==> src/rtl/data_mem_arbiter.sv <==
// Two-port arbiter and sequencer for the byte-addressed, word-wide data memory.
// Define DATA_MEM_ARB_RR_EN for round-robin arbitration; otherwise port 0 has fixed priority.
module data_mem_arbiter #(
   parameter int unsigned MEM_BYTES = 1024,
   parameter int unsigned ADDR_W    = 32,
   parameter int unsigned DATA_W    = 32
) (
   input  logic              clk,
   input  logic              reset,
   input  logic              p0_req_valid,
   output logic              p0_req_ready,
   input  logic              p0_req_we,
   input  logic [ADDR_W-1:0] p0_req_addr,
   input  logic [DATA_W-1:0] p0_req_wdata,
   output logic              p0_rsp_valid,
   output logic              p0_rsp_err,
   input  logic              p1_req_valid,
   output logic              p1_req_ready,
   input  logic              p1_req_we,
   input  logic [ADDR_W-1:0] p1_req_addr,
   input  logic [DATA_W-1:0] p1_req_wdata,
   output logic              p1_rsp_valid,
   output logic              p1_rsp_err,
   output logic [DATA_W-1:0] rsp_rdata,
   output logic [ADDR_W-1:0] mem_addr,
   output logic [DATA_W-1:0] mem_wdata,
   output logic              mem_we,
   output logic              mem_re,
   input  logic [DATA_W-1:0] mem_rdata,
   output logic              busy
);

   localparam logic [ADDR_W-1:0] MAX_ADDR = ADDR_W'(MEM_BYTES - 4);

   typedef enum logic [1:0] {
      ST_IDLE,
      ST_ACCESS,
      ST_RESP
   } state_t;

   state_t              state_q, state_d;
   logic                we_q, we_d;
   logic [ADDR_W-1:0]   addr_q, addr_d;
   logic [DATA_W-1:0]   wdata_q, wdata_d;
   logic                gnt_q, gnt_d;
   logic                err_q, err_d;
   logic [DATA_W-1:0]   rdata_q, rdata_d;

`ifdef DATA_MEM_ARB_RR_EN
   logic                last_grant_q, last_grant_d;
`endif

   // Winner selection: win = 0 selects port 0, win = 1 selects port 1.
   logic                any_valid;
   logic                win;
   logic                sel_we;
   logic [ADDR_W-1:0]   sel_addr;
   logic [DATA_W-1:0]   sel_wdata;
   logic                sel_err;

   always_comb begin
      any_valid = p0_req_valid | p1_req_valid;
`ifdef DATA_MEM_ARB_RR_EN
      if (p0_req_valid && p1_req_valid) begin
         win = ~last_grant_q;
      end else begin
         win = ~p0_req_valid;
      end
`else
      win = ~p0_req_valid;
`endif
      sel_we    = win ? p1_req_we    : p0_req_we;
      sel_addr  = win ? p1_req_addr  : p0_req_addr;
      sel_wdata = win ? p1_req_wdata : p0_req_wdata;
      sel_err   = (sel_addr[1:0] != 2'b00) || (sel_addr > MAX_ADDR);
   end

   always_comb begin
      state_d      = state_q;
      we_d         = we_q;
      addr_d       = addr_q;
      wdata_d      = wdata_q;
      gnt_d        = gnt_q;
      err_d        = err_q;
      rdata_d      = rdata_q;
`ifdef DATA_MEM_ARB_RR_EN
      last_grant_d = last_grant_q;
`endif
      p0_req_ready = 1'b0;
      p1_req_ready = 1'b0;
      case (state_q)
         ST_IDLE: begin
            if (any_valid) begin
               p0_req_ready = ~win;
               p1_req_ready = win;
               gnt_d        = win;
               err_d        = sel_err;
               rdata_d      = '0;
`ifdef DATA_MEM_ARB_RR_EN
               last_grant_d = win;
`endif
               // Rejected requests never touch the memory-facing registers,
               // so mem_addr/mem_wdata keep the last real access.
               if (sel_err) begin
                  state_d = ST_RESP;
               end else begin
                  we_d    = sel_we;
                  addr_d  = sel_addr;
                  wdata_d = sel_wdata;
                  state_d = ST_ACCESS;
               end
            end
         end
         ST_ACCESS: begin
            rdata_d = we_q ? '0 : mem_rdata;
            state_d = ST_RESP;
         end
         ST_RESP: begin
            state_d = ST_IDLE;
         end
         default: begin
            state_d = ST_IDLE;
         end
      endcase
   end

   always_ff @(posedge clk) begin
      if (reset) begin
         state_q      <= ST_IDLE;
         we_q         <= 1'b0;
         addr_q       <= '0;
         wdata_q      <= '0;
         gnt_q        <= 1'b0;
         err_q        <= 1'b0;
         rdata_q      <= '0;
`ifdef DATA_MEM_ARB_RR_EN
         last_grant_q <= 1'b1;
`endif
      end else begin
         state_q      <= state_d;
         we_q         <= we_d;
         addr_q       <= addr_d;
         wdata_q      <= wdata_d;
         gnt_q        <= gnt_d;
         err_q        <= err_d;
         rdata_q      <= rdata_d;
`ifdef DATA_MEM_ARB_RR_EN
         last_grant_q <= last_grant_d;
`endif
      end
   end

   always_comb begin
      busy         = (state_q != ST_IDLE);
      mem_addr     = addr_q;
      mem_wdata    = wdata_q;
      mem_we       = (state_q == ST_ACCESS) &&  we_q;
      mem_re       = (state_q == ST_ACCESS) && !we_q;
      p0_rsp_valid = (state_q == ST_RESP) && !gnt_q;
      p1_rsp_valid = (state_q == ST_RESP) &&  gnt_q;
      p0_rsp_err   = p0_rsp_valid && err_q;
      p1_rsp_err   = p1_rsp_valid && err_q;
      rsp_rdata    = (state_q == ST_RESP) ? rdata_q : '0;
   end

endmodule

==> config.mk <==
export PLATFORM = sky130hd
export DESIGN_NAME = data_mem_arbiter
export DESIGN_NICKNAME = d
export VERILOG_FILES = /design/src/rtl/data_mem_arbiter.sv
export SDC_FILE = /design/constraint.sdc
export NUM_CORES = 1
export LEC_CHECK = 0
export CAP_MARGIN = 15
export CELL_PAD_IN_SITES_DETAIL_PLACEMENT = 1
export CELL_PAD_IN_SITES_GLOBAL_PLACEMENT = 1
export CORE_MARGIN = 2
export CORE_UTILIZATION = 25
export CTS_CLUSTER_DIAMETER = 40
export CTS_CLUSTER_SIZE = 24
export DETAILED_ROUTE_END_ITERATION = 10
export GPL_TIMING_DRIVEN = 0
export PLACE_DENSITY = 0.88
export SETUP_SLACK_MARGIN = 0.05
export SKIP_CTS_REPAIR_TIMING = 1
export SLEW_MARGIN = 20
export SYNTH_ARGS = -nofsm -noshare
export SYNTH_HDL_FRONTEND = slang
export SYNTH_SLANG_ARGS = --single-unit
==> constraint.sdc <==
create_clock -name clk -period 2.5 [get_ports clk]
set_clock_uncertainty 0.2 [all_clocks]
set_input_delay 0.25 -clock clk [delete_from_list [all_inputs] [get_ports clk]]
set_output_delay 0.25 -clock clk [all_outputs]
set_load 0.01 [all_outputs]
* Yosys cells after proc, flatten, opt, wreduce, memory -nomap -nowiden
Index checks and enable logic that the tools add are counted.
W data, S select, Z words.
** Word-level totals
- Output and inout port bits :: 105
- Bits in read-only memories :: 0
- Flip-flop bits (word level) :: 101
- Bits in writable memories :: 0
- Memories kept :: 0
- Word-level logic and storage cells :: 44
- Bits in latches :: 0
** Operators by class
- Reduce and logical (&&, ||, !) cells :: 16
- Bitwise gates (word level) :: 3
- Shifts and indexed selects :: 0
- Div/mod/pow operators :: 0
- Mux-type cells :: 14
- Multiply operators :: 0
- Eq/ne operators :: 3
- Order comparisons :: 1
- $add $sub $neg :: 0
** Operators with widths (number)
- $mux W32 :: 5
- $pmux W32 S2 :: 1
- $gt A32 B10 Y1 const B :: 1
- $logic_and A1 B1 Y1 :: 6
- $reduce_bool A2 Y1 :: 3
- $mux W1 :: 5
- $mux W2 :: 2
- $pmux W2 S2 :: 1
- $reduce_and A2 Y1 :: 2
- $reduce_and A3 Y1 :: 1
- $eq A2 B1 Y1 const B :: 1
- $eq A2 B2 Y1 const B :: 1
- $logic_not A1 Y1 :: 2
- $logic_not A2 Y1 :: 1
- $ne A2 B2 Y1 const B :: 1
- $not A1 Y1 :: 2
- $logic_or A1 B1 Y1 :: 1
- $or A1 B1 Y1 :: 1

* Logic depth before layout (Yosys ltp)
Gate-level depths: netlist of run 1.
- Depth in word-level cells :: 6
- Mapped depth :: 7
- Mapped depth without buffers :: 5

* Worst setup path after synthesis of run 1
No wires, ideal clock.
- Kind :: input-to-reg
- Start :: in p1_req_addr[29]
- End :: reg addr_q[12] (netlist: mem_addr[12])
- Data required time :: 2.185 ns
- Arrival time :: 1.553 ns
- Setup time :: 0.115 ns
- Cell stages on the path :: 7
- Setup slack :: 0.632 ns
- Cells stage by stage :: or4_4 > nor3_2 > a2bb2o_4 > a21oi_2 > buf_6 > buf_6 > and2_1
** Between the ends
- Cells in the longest elaborated chain, start to end :: 5
** Ends and longest elaborated chain
- from (decl) :: RTL line 20 : input logic [ADDR_W-1:0] p1_req_addr,
- $mux W32 :: RTL line 73 : sel_addr = win ? p1_req_addr : p0_req_addr;
- $gt A32 B10 Y1 :: RTL line 75 : sel_err = (sel_addr[1:0] != 2'b00) || (sel_addr > MAX_ADDR);
- $logic_or A1 B1 Y1 :: RTL line 75
- $not A1 Y1 (no source line)
- $reduce_and A3 Y1 (no source line)
- to (signal assigned) :: RTL line 142 : addr_q <= addr_d;
- to (decl) :: RTL line 43 : logic [ADDR_W-1:0] addr_q, addr_d;
Every way passes these cells.
A chain may end at the register's enable or synchronous reset.

* Worst setup path after layout of run 1
- Start :: reg state_q[1]
- End :: out rsp_rdata[16]
** Between the ends
- Cells in the longest elaborated chain, start to end :: 2
** Ends and longest elaborated chain
- from (decl) :: RTL line 41 : state_t state_q, state_d;
- from (signal assigned) :: RTL line 140 : state_q <= state_d;
- $eq A2 B2 Y1 :: RTL line 163 : rsp_rdata = (state_q == ST_RESP) ? rdata_q : '0;
- $mux W32 :: RTL line 163
- to (decl) :: RTL line 24 : output logic [DATA_W-1:0] rsp_rdata,
Every way passes these cells.

==> summary by stage, run 1 <==
Worst setup path
The peak fanout along the critical path is 10. The startpoint of the worst-slack reg-to-reg timing path is state_q[0]. The number of cells on the worst reg-to-reg path is 5. The register-to-register setup slack is 0.49 ns. The cell at the slowest stage of the critical path is clkdlybuf4s50_1.

The worst reg2reg path endpoint is rdata_q[12]. For the worst setup path, the data required time is 2.05 ns. Counting both buffers and inverters, the worst setup path holds a total of 3. STA classifies the critical path startpoint as a flip-flop. The worst setup path is of the flip-flop to output pin kind. In this run the number of cells on the critical path is 5.

The sort of element at the end of the critical path is an output pin. The endpoint of the most critical setup path is rsp_rdata[16]. For this run, the slowest stage of the critical path takes 0.53 ns. In this design, the largest share of critical-path delay is due to buffers and inverters.

Tracing the worst setup path back leads to its startpoint at state_q[1]. The data arrival at the endpoint of the critical path is 1.91 ns. The critical path goes through nor2b_4, buf_4, buf_2, and2_1, clkdlybuf4s50_1.

Detailed routing
The average via count per standard cell is 4.64. The total detailed-routing wirelength is 14.5 mm. The number of DRC markers after the initial detailed-route iteration is 66. The routed wire length per instance is 17.6 um. The overall via count from detail_route is 3827. The residual antenna-violating net count after detailed routing is 0.

The number of DRC violations after detailed routing is 0. The number of iterations in the first detailed-routing pass is 4.

Clocking
The clock edge transition at the registers on the reported setup and hold paths is 0.07 ns. The clock net in this run drives a total of 101 sinks. Counting the buffers created by CTS gives 9. The deepest level of the CTS H-tree is 3. Clock latency on the worst-skew pair, taken at its later pin, is 0.35 ns. The cell sitting at the root of the clock tree is a clkbuf_16. In this run the deepest clock path goes through 2 buffers. TritonCTS built the clock tree.

Layout
Fill cells in the final layout number 1651. The total non-filler cell area in the finished layout is 7180 um^2. The share of cells above drive strength 1 is 6.76%. The antenna diode count is 0. The layout-stage area growth over the synthesis result is 84.9%.

In the final design database the tool counted 797 nets.

Floorplan
The horizontal die dimension is 129 um. After floorplanning, the core was sized to cover 15200 um^2. The number of primary I/O pins is 271. Once the floorplan was initialized, standard cells occupied 25.5% of the core. The full die area is 16500 um^2. From bottom edge to top edge, the die measures 129 um.

The cell row count is 45.

Logic synthesis
After synthesis the netlist holds a flip-flop and latch count of 101. Yosys instantiated no cell more often than dfxtp_1. The Yosys step of the flow raised 0 warnings. Synthesis produced a netlist with a net count of 513. The count of mapped cells out of synthesis is 347. The average instance in the mapped netlist occupies 11.2 um^2. The synthesized netlist contains 32 unique library cells.

The sequential share of the synthesized area is 52.1%. The number of enable flip-flop cells after synthesis is 0. The share of async-settable or async-resettable flops after synthesis is 0%. After synthesis, the cell types taking the most area are dfxtp_1 (52%), mux2i_1 (11%), and2_1 (9.4%), o2bb2ai_1 (9.3%), a22o_1 (7.2%). The leading area contributor after synthesis is dfxtp_1. The top-area cell type share of the netlist area is 52.1%.

For this run, the leading register cell type out of synthesis is dfxtp_1. The synthesized netlist occupies a cell area of 3880 um^2. The commonest cells after synthesis are dfxtp_1 (101), and2_1 (58), mux2i_1 (41), o2bb2ai_1 (41), a22o_1 (32).

STA
The final number of max-transition violations was 0. The worst max-slew margin expressed relative to the limit is 49.2%. Setup violations remaining at the end of the flow were counted as 0. The top achievable clock speed is 424 MHz. The setup TNS after final layout is 0 ns. The clock period could shrink to 2.36 ns. The transition at the pin with the smallest max-transition slack is 0.762 ns. The final setup slack of the worst path is 0.139 ns. The final count of hold timing violations is 0. The worst path uses 94.4% of the clock period. Setup repair after global routing could not meet its margin everywhere.

GRT
The met1 usage is 17.7%. For this run, the total global-route usage over all layers was measured as 17.4%. The number of antenna violations at the first check in global routing is 0.

The layer flagged by global routing as most heavily used is met2. The first global-routing pass estimated 22.3 mm of wire. The routing usage on met3 is 6.90%.

The largest net degree at the start of global routing is 20. For met2 alone, demand over resource in global routing was 31.9%. The via count of the first global-routing pass is 4294. The total grt overflow is 0.

Outcome
The flow ran to the end, and the final reports show no timing, DRC or antenna violations.

Job
The max-capacitance violation count is 0.

Pwr
The worst ir drop on vdd is 295 uV. The total power density per cell area is 485 nW/um^2. The total power consumption of the routed design is 3480 uW.

The leakage power figure is 0.00275 uW.

Placement
OpenSTA, run right after detailed placement, puts the worst setup slack at -0.405 ns. The placed instances occupy a cell area of 6820 um^2. The count of buffers added on input and output ports is 270. Routability-driven placement finished with a final weighted congestion of 0.760. The estimated wirelength of the detail-placed design is 11.7 mm.

Hold path
The type of the tightest min-delay check is flip-flop to flip-flop. The hold path depth is 1. The worst hold path begins at mem_addr[28].
[routing by layer]
layer	part of all wire, %	routed length (um)	vias up
met1	38	5480	1795
met5	0	0	-
met2	50	7340	173
met3	9.2	1340	29
li1	-	-	1830
met4	2.6	383	0
[power by group]
part	internal, uW	switching [uW]
sequential	1610	4.36
combinational	301	144
clock	735	681
total	2650	830
[state kept, by name, indices dropped and copies added, names as in the netlist]
name and cells:
err_q 1, gnt_q 1, mem_addr 32, mem_wdata 32
rdata_q 32, state_q 2, we_q 1
[worst min-delay path by stage]
stage                   endpoint  slack, ns
global route        mem_addr[28]       0.27
finish              mem_addr[28]       0.26
floorplan                  err_q       0.12
detailed placement  mem_addr[28]       0.24
CTS                 mem_addr[28]       0.27
global placement    mem_addr[14]       0.24
[metrics by stage]
step	util (%)	instances	hold slack [ns]
after floorplan	-	347	0.122
after global placement	44.8	805	0.242
after detailed placement	44.8	805	0.243
after CTS	46.8	821	0.265
after global routing	47.2	824	0.273
final	47.2	824	0.262
[kinds of logic after synthesis]
logic type,share of synthesized area [%]
AND/OR/NAND/NOR,15.4
AO/OA/AOI/OAI,17.9
flip-flops,52.1
buffers and inverters,4.03
multiplexers,10.6
[worst reg2reg max path, delay by kind of cell, from the launching register on]
family | cells | cell delay (ns)
buffers and inverters | 2 | 0.67
and+or+nand+nor | 2 | 0.44
DFF | 1 | 0.42
AOI/OAI and AO/OA | 1 | 0.22
[layout by cell type, fill, tap and decap left out, types with 2 or more instances in the layout]
| cell type | count |
|---|---|
| clkdlybuf4s50_1 | 269 |
| dfxtp_1 | 99 |
| and2_1 | 58 |
| mux2i_1 | 41 |
| o2bb2ai_1 | 41 |
| a22o_1 | 32 |
| clkbuf_1 | 11 |
| nor2_1 | 9 |
| nor4_1 | 9 |
| clkbuf_16 | 9 |
| buf_6 | 7 |
| buf_2 | 5 |
| nor3_1 | 4 |
| nand2_1 | 3 |
| buf_4 | 3 |
| inv_1 | 2 |
| clkbuf_4 | 2 |
| nor2b_1 | 2 |
| inv_6 | 2 |
| inv_8 | 2 |
| dfxtp_2 | 2 |
[cell type report]
cell class              count  area (um^2)  share of cell area (%)
repair buffers            273         2730                    38.0
flip-flops and latches    101         2020                    28.2
multi-input cells         218         1710                    23.9
clock buffers              10          239                    3.33
well taps                 188          235                    3.28
plain buffers              26          165                    2.30
clock inverters             6         65.1                   0.907
inverters                   2         7.51                   0.105
No activity file was read; power rests on OpenSTA's default activity.
==> run 2: changes to the inputs <==
--- a/config.mk
+++ b/config.mk
@@ -11,7 +11,6 @@
 export CORE_MARGIN = 2
 export CORE_UTILIZATION = 25
 export CTS_CLUSTER_DIAMETER = 40
-export CTS_CLUSTER_SIZE = 24
 export DETAILED_ROUTE_END_ITERATION = 10
 export GPL_TIMING_DRIVEN = 0
 export PLACE_DENSITY = 0.88
==> results of run 2 <==
No change in the layout: final DEF, timing and power equal those of run 1.
==> run 3: changes to the inputs <==
--- a/config.mk
+++ b/config.mk
@@ -8,9 +8,9 @@
 export CAP_MARGIN = 15
 export CELL_PAD_IN_SITES_DETAIL_PLACEMENT = 1
 export CELL_PAD_IN_SITES_GLOBAL_PLACEMENT = 1
+export CORE_ASPECT_RATIO = 1.5
 export CORE_MARGIN = 2
 export CORE_UTILIZATION = 25
-export CTS_CLUSTER_DIAMETER = 40
 export DETAILED_ROUTE_END_ITERATION = 10
 export GPL_TIMING_DRIVEN = 0
 export PLACE_DENSITY = 0.88
==> run 3 against run 2 <==
Against the previous run: critical path depth unchanged; hold slack better by 0.0021 ns; sequential power about the same; critical endpoint is now rsp_rdata[5]; sequential share of layout area up 0.069 points; final area down 0.12%; first-iteration DRC count up 1.5%; sequential cell count unchanged; combinational power about the same; highest routed layer unchanged; worst setup slack worse by 0.0086 ns; clock power down 6%.
==> summary by stage, run 3 (synthesized netlist as in run 1, its figures left out) <==
Placement
The count of input and output buffers came to 270 (unchanged). The cell area reported after detailed placement is 6830 um^2 (was 6820 um^2). The estimated wirelength of the detail-placed design is 12.5 mm (was 11.7 mm).

The routability congestion estimate from global placement was 0.764 (was 0.760).

Worst setup path
The startpoint of the worst-slack reg-to-reg timing path is state_q[0] (unchanged). Crit path cell chain: nor2b_4, buf_4, buf_2, and2_1, clkdlybuf4s50_1 (unchanged). The sort of element at the end of the critical path is an output pin (unchanged). The register-to-register setup slack came to 0.56 ns (was 0.49 ns). The number of cells on the worst reg-to-reg path is 5 (unchanged). The endpoint required time on the critical path is 2.05 ns (about the same).

The cell at the slowest stage of the critical path was clkdlybuf4s50_1 (unchanged). The data arrival at the endpoint of the critical path was 1.92 ns (was 1.91 ns). The peak fanout along the critical path came to 10 (unchanged). The critical path start-end classification was flip-flop to output pin (unchanged). The worst reg2reg path endpoint is rdata_q[12] (unchanged). The largest stage delay on the critical path came to 0.56 ns (was 0.53 ns).

The kind of launch point of the worst setup path is a flip-flop (unchanged).

STA
RSZ-0062 raised after global routing: yes (unchanged). The worst max-slew margin expressed relative to the limit is 52.5% (was 49.2%). The fraction of the cycle the final worst path needs was 94.8% (was 94.4%). The worst hold slack across all endpoints came to 0.264 ns (was 0.262 ns).

The clock period minus worst slack is 2.37 ns (was 2.36 ns). The transition at the pin with the smallest max-transition slack is 0.713 ns (was 0.762 ns). The top achievable clock speed is 422 MHz (was 424 MHz).

The final number of max-transition violations is 0 (unchanged). The number of setup violations in the final report is 0 (unchanged). The final count of hold timing violations was 0 (unchanged).

GRT
The number of antenna violations at the first check in global routing is 0 (unchanged). The total grt overflow is 0 (unchanged). The wire length of the first global-routing pass came to 23.3 mm (was 22.3 mm). The via count of the first global-routing pass was 4300 (was 4294). The largest net degree at the start of global routing was 18 (was 20). The all-layer global routing usage is 18.0% (was 17.4%).

Floorplan
The full die area is 16600 um^2 (was 16500 um^2). The cell row count is 55 (was 45). The horizontal die dimension is 106 um (was 129 um).

The number of primary I/O pins is 271 (unchanged). The effective utilization at floorplan is 25.6% (was 25.5%). The standard cell core area is 15100 um^2 (was 15200 um^2). The floorplan die height came to 157 um (was 129 um).

Layout
The share of cells above drive strength 1 is 6.61% (was 6.76%). The count of fill cells added during filler insertion was 1629 (was 1651). The total non-filler cell area in the finished layout is 7170 um^2 (was 7180 um^2).

The share of the core filled with cells in the final layout is 47.3% (was 47.2%). The layout-stage area growth over the synthesis result is 84.7% (was 84.9%). Commonest cells after routing, fill and taps aside: clkdlybuf4s50_1 (267), dfxtp_1 (99), and2_1 (58) (was clkdlybuf4s50_1 (269), dfxtp_1 (99), and2_1 (58)). The leading cell type in the layout, fill and taps excluded is clkdlybuf4s50_1 (unchanged). The antenna diode count is 0 (unchanged).

The net count reported at finish is 797 (unchanged).

Detailed routing
The number of DRC violations after detailed routing is 0 (unchanged). The routed wire length per instance is 18.3 um (was 17.6 um). The number of iterations in the first detailed-routing pass is 4 (unchanged). The overall via count from detail_route is 3843 (was 3827). The total detailed-routing wirelength is 15.3 mm (was 14.5 mm). The number of DRC markers after the initial detailed-route iteration was 67 (was 66). The residual antenna-violating net count after detailed routing is 0 (unchanged). The average via count per standard cell is 4.61 (was 4.64).

Pwr
The switching share of power came to 23.6% (was 23.9%). The clock share of power came to 39.2% (was 40.7%). The cell-internal power came to 2590 uW (was 2650 uW). The portion of total power attributed to combinational logic is 13.2% (was 12.8%). The worst ir drop on vdd is 247 uV (was 295 uV).

The power dissipated by switching net loads is 800 uW (was 830 uW). The part of the power in registers is 47.6% (was 46.5%). The leakage power figure is 0.00277 uW (was 0.00275 uW).

The total power density per cell area was 473 nW/um^2 (was 485 nW/um^2). The total power consumption of the routed design came to 3390 uW (was 3480 uW).

Clocking
The clock sink count came to 101 (unchanged). The clock edge transition at the registers on the reported setup and hold paths is 0.07 ns (about the same). The clock latency at the later pin of the worst-skew pair is 0.34 ns (was 0.35 ns). The CTS buffer count came to 9 (unchanged). The TritonCTS clock tree is done (unchanged).

The maximum clock insertion buffer count is 2 (unchanged). The cell chosen for the clock root is clkbuf_16 (unchanged). The deepest level of the CTS H-tree is 3 (unchanged).

Hold path
The hold path depth is 1 (unchanged). The end of the worst hold path was mem_wdata[27] (was mem_addr[28]). The worst hold path startpoint was mem_wdata[27] (was mem_addr[28]). The type of the tightest min-delay check is flip-flop to flip-flop (unchanged).

Job
The max-capacitance violation count was 0 (unchanged).

Outcome
Status: finished, final reports clean (unchanged).
-- run 3: cell count changes in the layout (fill, tap and decap cells not counted), sizes merged --
cell / delta
inv: -2
clkbuf: -1
dlymetal6s2s: +2
clkdlybuf4s50: -2
clkinvlp: +2
-- run 3: worst max path at each step --
| stage | slack (ns) | endpoint | from | depth (start not counted) |
|---|---|---|---|---|
| floorplan | 0.63 | mem_addr[12] | p1_req_addr[29] | 7 |
| global placement | -0.45 | p1_req_ready | p0_req_valid | 5 |
| detailed placement | -0.49 | p1_req_ready | p0_req_valid | 5 |
| CTS | -0.51 | p1_req_ready | p0_req_valid | 5 |
| global route | 0.02 | p0_rsp_err | state_q[1] | 5 |
| finish | 0.13 | rsp_rdata[5] | state_q[1] | 5 |
-- run 3: worst max-delay path: cells and delay by family (launching register included) --
family        cells  cell delay (ns)
simple gates      2             0.32
flops             1             0.38
buf+inv           3             0.88
-- run 3: area by class of cell --
class                   instances  area, um^2  area share (%)
repair buffers                273        2730            38.1
flip-flops and latches        101        2030            28.3
multi-input cells             218        1710            23.9
well taps                     199         249            3.47
clock buffers                   9         225            3.14
plain buffers                  26         165            2.30
clock inverters                 6        48.8           0.681
inverters                       2        7.51           0.105
-- run 3: stage by stage --
stage / setup slack, ns / instances / setup TNS (ns)
final: 0.130 / 834 / 0
after global routing: 0.0163 / 834 / 0
after CTS: -0.515 / 831 / -11.33
after detailed placement: -0.495 / 816 / -7.89
after global placement: -0.450 / 816 / -5.21
after floorplan: 0.632 / 347 / 0
-- run 3: power groups by stage --
stage | logic (uW) | clock network, uW | registers, uW
6_report | 448 | 1330 | 1620
5_1_grt | 480 | 1420 | 1620
4_1_cts | 445 | 1370 | 1620
3_5_place_dp | 442 | 0 | 1650
3_3_place_gp | 428 | 0 | 1650
2_1_floorplan | 121 | 0 | 1650
-- run 3: layer usage --
metal  wire, um  up-vias  track usage [%]
met4        319        0             6.58
met5          0        -                0
met3       1020       21             4.79
met2       8210      174             34.2
met1       5720     1821             18.8
li1           -     1827                -
